==> src/rtl/nanov_alu_seq.sv <==
// Bit-serial operand driver / result collector for the nanoV serial ALU.
// Optional feature macro NANOV_ALU_SEQ_CHAIN_EN: accept a new start in the DONE cycle.
module nanov_alu_seq #(
    parameter int XLEN = 32
) (
    input  logic            clk,
    input  logic            rstn,
    input  logic            start,
    input  logic [3:0]      op,
    input  logic [XLEN-1:0] a_in,
    input  logic [XLEN-1:0] b_in,
    output logic            busy,
    output logic            done,
    output logic [XLEN-1:0] result,
    output logic [3:0]      alu_op,
    output logic            alu_a,
    output logic            alu_b,
    output logic            alu_cy_in,
    input  logic            alu_d,
    input  logic            alu_cy_out,
    input  logic            alu_lts
);
    localparam int CNT_W = $clog2(XLEN);
    localparam logic [CNT_W-1:0] CNT_LAST = CNT_W'(XLEN - 1);
    localparam logic [3:0] OP_SLT  = 4'b0010;
    localparam logic [3:0] OP_SLTU = 4'b0011;

    typedef enum logic [1:0] {
        S_IDLE = 2'd0,
        S_RUN  = 2'd1,
        S_DONE = 2'd2
    } state_t;

    state_t          state, state_nxt;
    logic            accept;
    logic            running;
    logic            last;
    logic [XLEN-1:0] a_sh, b_sh, r_sh;
    logic [XLEN-1:0] r_full, r_final;
    logic            carry;
    logic [CNT_W-1:0] cnt;

    assign running = (state == S_RUN);
    assign last    = running && (cnt == CNT_LAST);

`ifdef NANOV_ALU_SEQ_CHAIN_EN
    assign accept = start && ((state == S_IDLE) || (state == S_DONE));
`else
    assign accept = start && (state == S_IDLE);
`endif

    always_ff @(posedge clk or negedge rstn) begin
        if (!rstn) state <= S_IDLE;
        else       state <= state_nxt;
    end

    always_comb begin
        state_nxt = state;
        case (state)
            S_IDLE:  if (accept) state_nxt = S_RUN;
            S_RUN:   if (last)   state_nxt = S_DONE;
            S_DONE:  state_nxt = accept ? S_RUN : S_IDLE;
            default: state_nxt = S_IDLE;
        endcase
    end

    // Final bit comes straight from the ALU; earlier bits are already in r_sh.
    assign r_full = {alu_d, r_sh[XLEN-1:1]};

    always_comb begin
        r_final = r_full;
        case (alu_op)
            OP_SLT:  r_final = {{(XLEN-1){1'b0}}, alu_lts};
            OP_SLTU: r_final = {{(XLEN-1){1'b0}}, ~alu_cy_out};
            default: r_final = r_full;
        endcase
    end

    always_ff @(posedge clk or negedge rstn) begin
        if (!rstn) begin
            alu_op <= '0;
            a_sh   <= '0;
            b_sh   <= '0;
            r_sh   <= '0;
            carry  <= 1'b0;
            cnt    <= '0;
            result <= '0;
        end else if (accept) begin
            alu_op <= op;
            a_sh   <= a_in;
            b_sh   <= b_in;
            carry  <= op[1] | op[3];
            cnt    <= '0;
        end else if (running) begin
            a_sh  <= {1'b0, a_sh[XLEN-1:1]};
            b_sh  <= {1'b0, b_sh[XLEN-1:1]};
            r_sh  <= r_full;
            carry <= alu_cy_out;
            cnt   <= cnt + CNT_W'(1);
            if (last) result <= r_final;
        end
    end

    assign busy      = (state != S_IDLE);
    assign done      = (state == S_DONE);
    assign alu_a     = running & a_sh[0];
    assign alu_b     = running & b_sh[0];
    assign alu_cy_in = running & carry;

endmodule

==> config.mk <==
export PLATFORM = sky130hd
export DESIGN_NAME = nanov_alu_seq
export DESIGN_NICKNAME = d
export VERILOG_FILES = /design/src/rtl/nanov_alu_seq.sv
export SDC_FILE = /design/constraint.sdc
export NUM_CORES = 1
export LEC_CHECK = 0
export ABC_AREA = 1
export CORE_MARGIN = 3
export CORE_UTILIZATION = 50
export DETAILED_ROUTE_END_ITERATION = 6
export PLACE_DENSITY = 0.81
export REMOVE_ABC_BUFFERS = 1
export SYNTH_ARGS = -nofsm -noshare
export SYNTH_HDL_FRONTEND = slang
export SYNTH_SLANG_ARGS = --single-unit
export TNS_END_PERCENT = 1
==> constraint.sdc <==
create_clock -name clk -period 1.9 [get_ports clk]
set_input_delay 0.57 -clock clk [delete_from_list [all_inputs] [get_ports clk]]
set_output_delay 0.57 -clock clk [all_outputs]
set_load 0.005 [all_outputs]
==> summary.md <==
| Metric | Value |
|---|---|
| R2R Path Start | `cnt[0]$_DFFE_PN0P_` |
| CTS sink cnt | `between 100 and 150` |
| Element type at the critical path start | `flop` |
| Share of the synthesized area in the top cell type | `approximately three fifths` |
| Worst reg-to-reg path cell count | `9` |
| CP cell instances | `inv_2 -> nand2_4 -> nor2_4 -> clkdlybuf4s15_1` |
| Internal power | `between 8 and 9 mW` |
| Clock Latency Late Sink | `~0.42 ns` |
| Final instance area | `7701 sq um` |
| Final #Nets | `around 850` |
| Max Transition Viols Final | `0` |
| Average routed wire per standard cell | `about 15 um` |
| Via density | `about 5.2` |
| Skew final | `~0.0047 ns` |
| Antenna Nets Post-Route | `0` |
| DRC viols | `0` |
| First-pass DRT Iterations | `5` |
| Synth Register Bits | `between 100 and 150` |
| Leading cell types by count after synthesis | `nand2_1, dfrtp_1, nand3_1, o21ai_0, inv_1` |
| Crit end category | `primary output` |
| Reg clk slew, reported paths | `about 0.060 ns` |
| Top-count cell post-synth | `nand2_1` |
| Worst slew pin tran | `between 0.3 and 0.4 ns` |
| Top_reg_cell synth | `dfrtp_1` |
| Global-route wire length before repair | `approximately 24 mm` |
| Ant. Diodes | `0` |
| Hold Vio Cnt, Final | `0` |
| Arr. time, crit path | `between 1 and 1.5 ns` |
| # IOs | `115` |
| Root buf cell | `clkbuf_16` |
| Post-synth EDFFs | `0` |
| Crit path largest cell delay | `0.39 ns` |
| TritonCTS Buffers | `17` |
| Max Cap Viol | `0` |
| Non-Filler Instances | `around 900` |
| Syn Std Cell Area | `around 5600 sq um` |
| Grt ovf | `0` |
| CTS H-tree lvls | `4` |
| Final Critical Period | `approximately 1.9 ns` |
| Worst slew margin | `74.33%` |
| Setup CP Type | `reg -> out` |
| Initial drt markers | `roughly 390` |
| Largest net degree at the start of global routing | `65` |
| Port bufs | `about 110` |
| Lkg Pwr | `between 3 and 4 nW` |
| Initial antenna violation count | `0` |
| Peak supply drop | `between 900 and 1000 uV` |
| Worst Setup SP | `state[1]$_DFFE_PN0P_` |
| TritonCTS clock tree | `yes` |
| Synth area leaders | `dfrtp_1, nand2_1, nand3_1` |
| Final period utilization | `101.0%` |
| Cell taking the most area after synthesis | `dfrtp_1` |
| Worst path slowest cell | `dfrtp_1` |
| Routability cong. | `between 0.8 and 0.9` |
| Setup Viol. Count Final | `1` |
| Via Count | `about 4800` |
| Flop-to-flop setup slack | `~0.14 ns` |
| HP Class | `in -> async` |
| Post-synthesis sequential area ratio | `about three fifths` |
| Setup slack after layout | `-0.01838 ns` |
| Finished Core Util | `~70%` |
| Overall die area | `about 13000 sq um` |
| Initial core utilization | `51.65%` |
| Core area | `approximately 11000 sq um` |
| GRT Total Usage | `between 20% and 30%` |
| Status | `finished, violations left` |
| Comb power frac | `between 20% and 30%` |
| Mean Syn Cell Area | `8.597 sq um` |
| RR Endpoint | `result[13]$_DFFE_PN0P_` |
| Async SR Flop Fraction | `between 90% and 100%` |
| Post-detail-place hpwl | `about 8.6 mm` |
| Die height | `~110 um` |
| Flop pwr share | `a little over 40%` |
| Final wirelength | `between 10 and 15 mm` |
| Die width | `112.3 um` |
| Crit path to | `alu_a` |
| Clk pwr share | `about 33%` |
| Mapped Cells | `between 600 and 700` |
| Placed Area | `a little under 7000 sq um` |
| RSZ-0062 raised after global routing | `true` |
| Clk buf depth | `2` |
| Psw | `approximately 3.5 mW` |
| Share of cells above drive strength 1 | `under 10%` |
| Post-CTS setup repair buffer count | `0` |
| Required @ worst endpoint | `roughly 1.3 ns` |
| Layout area overhead | `36.35%` |
| Row count | `38` |
| Pwr Density | `1505 nW/um^2` |
| Sw frac | `between 30% and 40%` |
| Vias in the first global route | `between 5000 and 6000` |
| Yosys warning count | `0` |
| Max Fclk | `between 500 and 600 MHz` |
| CP Max Fanout | `5` |
| Cells after DPL | `a little under 900` |
| Count of cell types in the netlist | `15` |
| Failing checks | `negative setup slack` |
[cells by family after synthesis]
family	count (synthesis)	share of synthesized area, %
flops	139	61.59
fa+ha+maj	2	0.4430
buf+inv	51	4.497
compound gates	44	4.054
simple gates	421	29.42
[critical path: cells and delay by family, from the launching register on]
kind          cells  cell delay (ns)
buf+inv           2             0.31
simple gates      2             0.23
flops             1             0.39
[metal layers]
| layer | part of all wire (%) | vias to the layer above | GRT usage, % |
|---|---|---|---|
| met5 | 0 | - | 0 |
| met4 | 2.4 | 0 | 9.936 |
| met3 | 4.7 | 32 | 5.121 |
| met2 | 50 | 136 | 38.30 |
| met1 | 43 | 2326 | 30.01 |
| li1 | - | 2294 | - |
[registers in the layout, summed over array words and instances (netlist names)]
register and count:
result 32, carry 1, r_sh 31, alu_op 4, cnt 5, state 2, b_sh 32, a_sh 32
[placed cells by master (no fill, tap or decap), drive strengths merged]
| cell type | instances |
|---|---|
| nand2 | 346 |
| dfrtp | 139 |
| clkdlybuf4s50 | 88 |
| nand3 | 63 |
| o21ai | 42 |
| clkbuf | 22 |
| inv | 17 |
| buf | 16 |
| dlymetal6s2s | 14 |
| nor2 | 12 |
| dlygate4sd2 | 7 |
| bufinv | 6 |
| clkinvlp | 3 |
| o211ai | 2 |
| ha | 2 |
| clkinv | 2 |
| clkdlybuf4s15 | 1 |
[worst min path at each step]
stage | start | to | slack [ns] | depth (start not counted)
2_1_floorplan | rstn | a_sh[0]$_DFFE_PN0P_ | 0.27 | 0
3_3_place_gp | cnt[4]$_DFFE_PN0P_ | cnt[4]$_DFFE_PN0P_ | 0.46 | 2
3_5_place_dp | r_sh[25]$_DFFE_PN0P_ | r_sh[25]$_DFFE_PN0P_ | 0.47 | 2
4_1_cts | rstn | result[8]$_DFFE_PN0P_ | 0.03 | 1
5_1_grt | rstn | result[5]$_DFFE_PN0P_ | 0.04 | 1
6_report | rstn | result[5]$_DFFE_PN0P_ | 0.04 | 1
[final cells by class]
cell class / instances / area (sq um)
clock inverters: 11 / 212.7
multi-input cells: 467 / 1963
fillers: 818 / 3234
inverters: 17 / 68.82
repair buffers: 127 / 1321
well taps: 140 / 175.2
flip-flops and latches: 139 / 3480
clock buffers: 21 / 480.5
[through the flow]
| step | power [mW] | TNS [ns] | hold slack, ns | setup WS, ns |
|---|---|---|---|---|
| 6_report | 11.59 | -0.01838 | 0.03548 | -0.01838 |
| 5_1_grt | 12.32 | -0.1105 | 0.04402 | -0.06436 |
| 4_1_cts | 11.67 | -0.03290 | 0.03250 | -0.03240 |
| 3_5_place_dp | 7.779 | -0.05721 | 0.4652 | -0.03393 |
| 3_3_place_gp | 7.602 | -0.04134 | 0.4612 | -0.02449 |
| 2_1_floorplan | 6.261 | -86.35 | 0.2744 | -0.9879 |
[power groups by stage]
| stage | Sequential [mW] | Clock (mW) | Combinational [mW] |
|---|---|---|---|
| detailed placement | 4.78 | 0 | 3.00 |
| floorplan | 4.64 | 0 | 1.62 |
| CTS | 4.78 | 3.85 | 3.05 |
| finish | 4.78 | 3.82 | 3.00 |
| global route | 4.92 | 4.00 | 3.40 |
| global placement | 4.74 | 0 | 2.87 |
[timing repair]
action | CTS | global route
setup endpoints to repair | 12 | 37
hold buffers | 0 | 0
gates resized for setup | 27 | 21
pin swaps | 1 | 1
Power figures use the tool's default switching activity.
